===== config.mk =====
export PLATFORM = sky130hd
export DESIGN_NAME = parity_serial_tx
export DESIGN_NICKNAME = d
export VERILOG_FILES = /design/src/rtl/parity_serial_tx.sv
export SDC_FILE = /design/constraint.sdc
export NUM_CORES = 1
export LEC_CHECK = 0
export ABC_CLOCK_PERIOD_IN_PS = 4200
export CAP_MARGIN = 5
export CORE_MARGIN = 5
export CORE_UTILIZATION = 30
export DETAILED_ROUTE_END_ITERATION = 16
export HOLD_SLACK_MARGIN = 0.06
export SLEW_MARGIN = 40
export SYNTH_ARGS = -nofsm -noshare
export SYNTH_HDL_FRONTEND = slang
export SYNTH_SLANG_ARGS = --single-unit

===== constraint.sdc =====
create_clock -name clk -period 4.2 [get_ports clk]
set_clock_uncertainty 0.05 [all_clocks]
set_input_delay 0.63 -clock clk [delete_from_list [all_inputs] [get_ports clk]]
set_output_delay 0.63 -clock clk [all_outputs]
set_load 0.01 [all_outputs]

===== src/rtl/parity_serial_tx.sv =====
// Serial transmitter for parity-protected words.
// Each frame is start(0), data LSB first, parity, stop(1); every bit is held CLKS_PER_BIT cycles.
module parity_serial_tx #(
    parameter int WIDTH        = 4,
    parameter int CLKS_PER_BIT = 4,
    parameter int ODD_PARITY   = 0
) (
    input  logic             clk,
    input  logic             rst_n,
    input  logic [WIDTH-1:0] data_in,
    input  logic             valid_in,
    output logic             ready_out,
    output logic             tx_out,
    output logic             tx_busy,
    output logic             done
);

    // state  | meaning
    // IDLE   | line high, ready for a word
    // START  | start bit (0)
    // DATA   | data bits, LSB first
    // PARITY | parity bit
    // STOP   | stop bit (1), done pulses on exit
    localparam int CW = (CLKS_PER_BIT > 1) ? $clog2(CLKS_PER_BIT) : 1;
    localparam int BW = (WIDTH > 1) ? $clog2(WIDTH) : 1;
    localparam logic [CW-1:0] CLK_LAST = CW'(CLKS_PER_BIT - 1);
    localparam logic [BW-1:0] BIT_LAST = BW'(WIDTH - 1);

    typedef enum logic [2:0] {IDLE, START, DATA, PARITY, STOP} state_t;

    state_t            state_q;
    logic [WIDTH-1:0]  shift_q;
    logic [WIDTH-1:0]  shift_d;
    logic              par_q;
    logic [CW-1:0]     clk_cnt_q;
    logic [BW-1:0]     bit_cnt_q;
    logic              tx_q;
    logic              ready_q;
    logic              busy_q;
    logic              done_q;
    logic              bit_end;

    assign bit_end = (clk_cnt_q == CLK_LAST);
    assign shift_d = shift_q >> 1;

    // Outputs are computed from the next state so they are plain flop outputs.
    always_ff @(posedge clk or negedge rst_n) begin
        if (!rst_n) begin
            state_q   <= IDLE;
            shift_q   <= '0;
            par_q     <= 1'b0;
            clk_cnt_q <= '0;
            bit_cnt_q <= '0;
            tx_q      <= 1'b1;
            ready_q   <= 1'b1;
            busy_q    <= 1'b0;
            done_q    <= 1'b0;
        end else begin
            done_q <= 1'b0;
            if (state_q != IDLE) begin
                clk_cnt_q <= bit_end ? '0 : clk_cnt_q + CW'(1);
            end
            case (state_q)
                IDLE: begin
                    if (valid_in) begin
                        shift_q <= data_in;
                        par_q   <= (ODD_PARITY != 0) ? ~^data_in : ^data_in;
                        state_q <= START;
                        tx_q    <= 1'b0;
                        ready_q <= 1'b0;
                        busy_q  <= 1'b1;
                    end
                end
                START: begin
                    if (bit_end) begin
                        state_q <= DATA;
                        tx_q    <= shift_q[0];
                    end
                end
                DATA: begin
                    if (bit_end) begin
                        if (bit_cnt_q == BIT_LAST) begin
                            bit_cnt_q <= '0;
                            state_q   <= PARITY;
                            tx_q      <= par_q;
                        end else begin
                            bit_cnt_q <= bit_cnt_q + BW'(1);
                            shift_q   <= shift_d;
                            tx_q      <= shift_d[0];
                        end
                    end
                end
                PARITY: begin
                    if (bit_end) begin
                        state_q <= STOP;
                        tx_q    <= 1'b1;
                    end
                end
                STOP: begin
                    if (bit_end) begin
                        state_q <= IDLE;
                        tx_q    <= 1'b1;
                        ready_q <= 1'b1;
                        busy_q  <= 1'b0;
                        done_q  <= 1'b1;
                    end
                end
                default: begin
                    state_q <= IDLE;
                    tx_q    <= 1'b1;
                    ready_q <= 1'b1;
                    busy_q  <= 1'b0;
                end
            endcase
        end
    end

    assign ready_out = ready_q;
    assign tx_out    = tx_q;
    assign tx_busy   = busy_q;
    assign done      = done_q;

endmodule


==> flow_summary.ini, run 1 <==
[outcome]
status = finished, final reports clean

[synth]
synth_area_um2 = 897.1
yosysWarnings = 0
synth_top_area_cell = dfrtp_1
syn_area_per_cell_um2 = 11.96
ys_top_cells_by_area = dfrtp_1 39%, mux2_1 8.8%, dfstp_2 5.9%, mux2_2 5.0%, ha_1 4.2%
synth_edf_count = 0
syn_nets = 85
async_flop_share_pct = 100.0
ys.flop_type = dfrtp_1
synthCells = 75
synth_commonest_cells = 14 x dfrtp_1, 7 x mux2_1, 4 x mux2_2, 4 x nand2_1, 4 x nor2_1
yosysTopAreaCellShare_pct = 39.05
yosysMostFrequentCell = dfrtp_1
ys_ff_latch = 16
synth_seq_area_share_pct = 44.91
synth.distinct_cells = 35

[flow_run]
max_cap_violations = 0

[route]
met3_wirelength_um = 86
final_antenna_net_count = 0
drtIter0Drc = 5
wl_mm = 1.513
wl_per_cell_um = 13.04
wl_met1_um = 711
vias = 580
highest_layer = met3
drc = 0
met2RoutedLength_um = 715
first_pass_iters = 3
vias_per_cell = 5.000

[clock_network]
cts_resized = 0
postCtsHoldBufs = 0
cts_tree = yes
root_buffer = clkbuf_4
clock-sinks = 16
cts_made_buffers = 3
post_cts_buffers = 0
cts_max_level = 1
clkLatencyLatePin_ns = 0.28
cts_max_path_buffers = 2
clk_pin_slew_worst_paths_ns = 0.09

[timing]
slew_headroom_pct = 66.74
fin_crit_sh_pct = 48.75
finalHoldViolCount = 0
maxSlewViolCount = 0
grt_setup_unrepaired = false
setup_viol = 0
max_freq_mhz = 488.4
period_minus_slack_ns = 2.048
hold_slack_ns = 0.1914
timing.setup.tns_ns = 0
worst_slew_pin_slew_ns = 0.4989
fin_ws_ns = 2.152

[finish]
fin_util_pct = 37.02
antenna_cells = 0
fillerInstances = 290
drive_gt1_share_pct = 20.00
fin_area_um2 = 1039
nNetsFinal = 96
syn_to_final_growth_pct = 15.76
stdcell_count = 116

[global_routing]
grt_overflow_total = 0
grt_max_degree = 17
track_usage_pct = 8.567
grt_pass1_vias = 622
grt_pass1_wl_mm = 2.746
antenna_found_initial = 0

[power_and_ir_drop]
peakVddDrop_mv = 0.3432
switching_share_pct = 36.81
power_density_nw_per_um2 = 691.3
clkPwrFrac_pct = 14.0
power.total_mw = 0.7179
cellLeakagePower_nw = 0.4321
seqPwrFrac_pct = 43.7
p_switching_mw = 0.2643
p_int_mw = 0.4536
combPwrFrac_pct = 42.2

[setup_path]
crit_path_max_incr_delay_ns = 0.55
path_cells = clkdlybuf4s50_1
end_kind = primary output
crit_fanout = 3
crit_required_ns = 3.52
path_buf_inv = 1
startpoint_type = register
crit_type = register to primary output
arrival_ns = 1.37
cp_top_family = flip-flops
crit_slowest_cell = dfstp_2

[place]
pre_cts_slack_ns = 1.959
placed_area_um2 = 1007
post-place-cells = 112
portBuffers = 10
gp_congestion = 0.7010

[floorplanning]
initial_core_util_pct = 31.98
fp.dieH_um = 64.69
core-area_um2 = 2805
rows = 19
num_io_pins = 11
die_area_um2 = 4184
die_x_um = 64.69

[min_path]
hp-class = input pin to async pin
## worst paths after layout
kind | from | end | slack [ns] | cells past startpoint
max | ready_out | ready_out | 2.15 | 1
min | rst_n | state_q[0] | 0.19 | 1
max reg2reg | state_q[1] | shift_q[2] | 2.33 | 3
min reg2reg | bit_cnt_q[1] | bit_cnt_q[1] | 0.46 | 1
max in group asynchronous | rst_n | ready_out | 3.60 | 1
min in group clk | bit_cnt_q[1] | bit_cnt_q[1] | 0.46 | 1
## final cells by class
type                       count  area, um2  share of cell area, %
timing repair buffer          10      95.09                  9.157
sequential                    16      402.9                  38.79
inverter                       1      3.754                 0.3614
tap                           31      38.79                  3.735
clock buffer                   4      36.28                  3.494
multi-input combinational     54      461.7                  44.46
## kinds of logic after synthesis
logic type	after synthesis	synth area share (%)
AO/OA/AOI/OAI	15	13.11
XOR/XNOR	4	3.906
adder cells (fa/ha/maj)	3	4.185
buffers and inverters	5	3.626
flip-flops	16	44.91
multiplexers	11	13.81
AND/OR/NAND/NOR	21	16.46
## metal layers
layer,track usage [%],up-vias
met5,0,-
met4,2.375,0
met3,3.972,0
met2,13.66,11
met1,10.44,276
li1,-,293
## power groups by stage
stage | clock network, mW | registers, mW | logic, mW
floorplan | 0 | 0.273 | 0.285
global placement | 0 | 0.315 | 0.301
detailed placement | 0 | 0.318 | 0.311
CTS | 0.108 | 0.315 | 0.312
global route | 0.116 | 0.328 | 0.345
finish | 0.101 | 0.314 | 0.303
## sequential cells by signal, indices dropped and copies added, names as in the netlist
| name | cells |
|---|---|
| tx_out | 1 |
| done | 1 |
| tx_busy | 1 |
| bit_cnt_q | 2 |
| state_q | 3 |
| clk_cnt_q | 2 |
| par_q | 1 |
| ready_out | 1 |
| shift_q | 4 |
## cell usage in the layout (no fill, tap or decap), types with 3 or more instances in the layout
master	n
dfrtp_1	14
clkdlybuf4s50_1	9
mux2_1	7
nor2_1	4
mux2_2	4
nand2_1	4
a21oi_1	3
o21ai_1	3
xnor2_1	3
ha_1	3
clkbuf_4	3
Note: power is estimated with default switching activity, not from simulation.
==> run 2, diff against run 1 <==
- ABC_CLOCK_PERIOD_IN_PS: 4200 -> 2100
- clock period: 4.2 -> 2.1 ns (I/O delays scaled with it)
==> flow_summary.ini, run 2 (synthesis results as in run 1) <==
[finish]
layout_commonest_cell = dfrtp_1
stdcell_count = 121
nNetsFinal = 101
drive_gt1_share_pct = 23.33
seq_area_um2 = 402.9
reg_top3 = shift_q x4, state_q x3
syn_to_final_growth_pct = 20.50
antenna_cells = 0
multi_input_area_um2 = 461.7
top_register = shift_q
largest_reg_flops = 4
final_cell_mix = 14 x dfrtp_1, 10 x clkdlybuf4s50_1, 7 x mux2_1
fin_area_um2 = 1081
fillerInstances = 287

[setup_path]
path_buf_inv = 0
reg2reg_from = clk_cnt_q[0]
crit_path_max_incr_delay_ns = 0.40
rrSetupSlack_ns = 0.33
crit_type = register to register
startpoint_type = register
end_kind = register
cp_top_family = flip-flops
arrival_ns = 1.90
crit_required_ns = 2.23
path_cells = ha_1, nand3b_4, a211oi_4, mux2_2
crit_fanout = 8
r2r-end = shift_q[1]
crit_slowest_cell = dfrtp_1
rr_worst_depth = 4

[floorplanning]
fp.dieH_um = 64.69
die_area_um2 = 4184
num_io_pins = 11
core-area_um2 = 2805
initial_core_util_pct = 31.98
die_x_um = 64.69
rows = 19

[timing]
worst_slew_pin_slew_ns = 0.4817
setup_viol = 0
finalHoldViolCount = 0
timing.setup.tns_ns = 0
period_minus_slack_ns = 1.770
fin_crit_sh_pct = 84.29
slew_headroom_pct = 67.74
grt_setup_unrepaired = false
maxSlewViolCount = 0
max_freq_mhz = 564.9

[clock_network]
clock-sinks = 16
clk_pin_slew_worst_paths_ns = 0.09
post_cts_buffers = 0
cts_tree = yes
root_buffer = clkbuf_4
cts_max_level = 1
cts_made_buffers = 3
cts_resized = 0
clkLatencyLatePin_ns = 0.29
postCtsHoldBufs = 0
cts_max_path_buffers = 2

[route]
final_antenna_net_count = 0
drtIter0Drc = 5
drc = 0
first_pass_iters = 3
wl_mm = 1.475
vias = 601
vias_per_cell = 4.967
wl_per_cell_um = 12.19

[global_routing]
grt_pass1_vias = 611
grt_overflow_total = 0
grt_pass1_wl_mm = 2.677
track_usage_pct = 8.230
antenna_found_initial = 0
grt_max_degree = 17

[place]
placed_area_um2 = 1045
gp_congestion = 0.6964
hpwlAfterDp_mm = 1.169
post-place-cells = 117
portBuffers = 10

[power_and_ir_drop]
power_density_nw_per_um2 = 1363
peakVddDrop_mv = 0.6291
cellLeakagePower_nw = 0.4567

[min_path]
hp-class = input pin to async pin

[outcome]
status = finished, final reports clean

[flow_run]
max_cap_violations = 0
## run 2: worst reg2reg max path: stages (launching register included)
cell	delay, ns
dfrtp_1	0.40
ha_1	0.38
nand3b_4	0.12
a211oi_4	0.33
mux2_2	0.37
## run 2: through the flow
step	setup slack [ns]	power, mW	hold WS (ns)	utilization (%)
after floorplan	0.5124	1.116	-0.03059	-
after global placement	0.3585	1.273	0.4305	37.24
after detailed placement	0.3162	1.293	0.4359	37.24
after CTS	0.3083	1.498	0.2832	38.54
after global routing	0.2101	1.610	0.3031	38.54
final	0.3299	1.473	0.2795	38.54
## run 2: worst max-delay path by stage
stage                  from    endpoint  slack [ns]  depth (start not counted)
6_report       clk_cnt_q[0]  shift_q[1]        0.33                          4
5_1_grt        clk_cnt_q[0]  shift_q[2]        0.21                          4
4_1_cts        clk_cnt_q[0]  shift_q[1]        0.31                          4
3_5_place_dp   clk_cnt_q[0]  shift_q[1]        0.32                          4
3_3_place_gp       valid_in  shift_q[0]        0.36                          4
2_1_floorplan  clk_cnt_q[0]  shift_q[0]        0.51                          5
## run 2: report_power, final
part	internal (mW)	total, mW	switching (mW)
registers	0.458	0.538	0.0795
clock network	0.106	0.203	0.0970
logic	0.380	0.733	0.352
total	0.944	1.47	0.529
## run 2: area by class of cell
type                    instances  area share, %
repair buffers                 15          12.73
multi-input cells              54          42.71
inverters                       1         0.3472
well taps                      31          3.588
flip-flops and latches         16          37.27
clock buffers                   4          3.356
## run 2: per-layer routing
layer	GRT usage (%)	share of wire [%]
met1	10.41	49
met2	13.14	45
met5	0	0
met3	3.109	5.0
met4	2.375	0.61
==> run 3, diff against run 2 <==
- ABC_CLOCK_PERIOD_IN_PS: 2100 -> 1800
- clock period: 2.1 -> 1.8 ns (I/O delays scaled with it)
==> flow_summary.ini, run 3 (synthesis results as in run 1) <==
[outcome]
status = finished, final reports clean

[timing]
timing.setup.tns_ns = 0
grt_setup_unrepaired = false
setup_viol = 0
fin_ws_ns = 0.08826
max_freq_mhz = 584.2
fin_crit_sh_pct = 95.10
hold_slack_ns = 0.2211
finalHoldViolCount = 0
period_minus_slack_ns = 1.712
worst_slew_pin_slew_ns = 0.3001
slew_headroom_pct = 79.89
maxSlewViolCount = 0

[global_routing]
grt_overflow_total = 0
antenna_found_initial = 0
grt_pass1_wl_mm = 2.939
grt_max_degree = 17
grt_pass1_vias = 647
track_usage_pct = 9.141

[place]
post-place-cells = 120
placed_area_um2 = 1067
hpwlAfterDp_mm = 1.211
pre_cts_slack_ns = 0.06229
gp_congestion = 0.7159
portBuffers = 10

[finish]
fillerInstances = 297
layout_commonest_cell = dfrtp_1
antenna_cells = 0
largest_reg_flops = 4
fin_area_um2 = 1104
stdcell_count = 124
top_register = shift_q
fin_util_pct = 39.34
syn_to_final_growth_pct = 23.01
final_cell_mix = 14 x dfrtp_1, 10 x clkdlybuf4s50_1, 8 x buf_4
drive_gt1_share_pct = 25.81
reg_top3 = shift_q x4, state_q x3
nNetsFinal = 104

[route]
wl_met1_um = 774
vias = 624
vias_per_cell = 5.032
drc = 0
wl_mm = 1.609
met2RoutedLength_um = 726
wl_per_cell_um = 12.98
highest_layer = met4
first_pass_iters = 4
final_antenna_net_count = 0
met3_wirelength_um = 74
drtIter0Drc = 6

[clock_network]
postCtsHoldBufs = 0
clk_pin_slew_worst_paths_ns = 0.10
cts_made_buffers = 3
cts_resized = 0
cts_max_level = 1
cts_max_path_buffers = 2
clock-sinks = 16
cts_tree = yes
root_buffer = clkbuf_4
clkLatencyLatePin_ns = 0.30
post_cts_buffers = 0

[setup_path]
arrival_ns = 1.84
r2r-end = shift_q[2]
path_buf_inv = 0
crit_required_ns = 1.93
rrSetupSlack_ns = 0.09
crit_type = register to register
crit_path_max_incr_delay_ns = 0.40
cp_top_family = flip-flops
path_cells = ha_1, nand3b_4, a211oi_4, mux2_2
startpoint_type = register
end_kind = register
crit_start = bit_cnt_q[0]
crit_slowest_cell = dfrtp_1
rr_worst_depth = 4
crit_fanout = 4
reg2reg_from = bit_cnt_q[0]

[floorplanning]
die_area_um2 = 4184
num_io_pins = 11
die_x_um = 64.69
core-area_um2 = 2805
initial_core_util_pct = 31.98
fp.dieH_um = 64.69
rows = 19

[power_and_ir_drop]
combPwrFrac_pct = 50.1
clkPwrFrac_pct = 13.7
p_int_mw = 1.139
p_switching_mw = 0.6440
peakVddDrop_mv = 0.6984
switching_share_pct = 36.11
cellLeakagePower_nw = 0.4723
power.total_mw = 1.783
seqPwrFrac_pct = 36.3
power_density_nw_per_um2 = 1616

[min_path]
hp-class = input pin to async pin

[flow_run]
max_cap_violations = 0
-- run 3: changes by cell type in the layout (fill, tap and decap cells not counted) --
| cell | delta |
|---|---|
| buf_4 | +3 |
-- run 3: how the worst max path moves through the flow --
stage                 end  cells past startpoint
3_3_place_gp   shift_q[1]                      4
5_1_grt        shift_q[2]                      4
4_1_cts        shift_q[2]                      4
6_report       shift_q[2]                      4
2_1_floorplan  shift_q[0]                      5
3_5_place_dp   shift_q[2]                      4
-- run 3: metal layers --
layer  vias to the layer above  GRT usage, %
li1                        305             -
met1                       305         11.70
met2                        10         13.53
met3                         4         3.454
met4                         0         4.485
met5                         -             0
-- run 3: power by group through the flow --
stage | Combinational [mW] | Clock (mW) | Sequential (mW)
2_1_floorplan | 0.665 | 0 | 0.638
4_1_cts | 0.906 | 0.252 | 0.649
3_3_place_gp | 0.882 | 0 | 0.647
3_5_place_dp | 0.900 | 0 | 0.656
5_1_grt | 1.00 | 0.269 | 0.671
6_report | 0.893 | 0.244 | 0.647
-- run 3: final cells by class --
type | instances | area (um2) | share of cell area [%]
Inverter | 1 | 3.754 | 0.3401
Clock buffer | 4 | 36.28 | 3.288
Sequential cell | 16 | 402.9 | 36.51
Tap cell | 31 | 38.79 | 3.515
Multi-Input combinational cell | 54 | 461.7 | 41.84
Timing Repair Buffer | 18 | 160.2 | 14.51
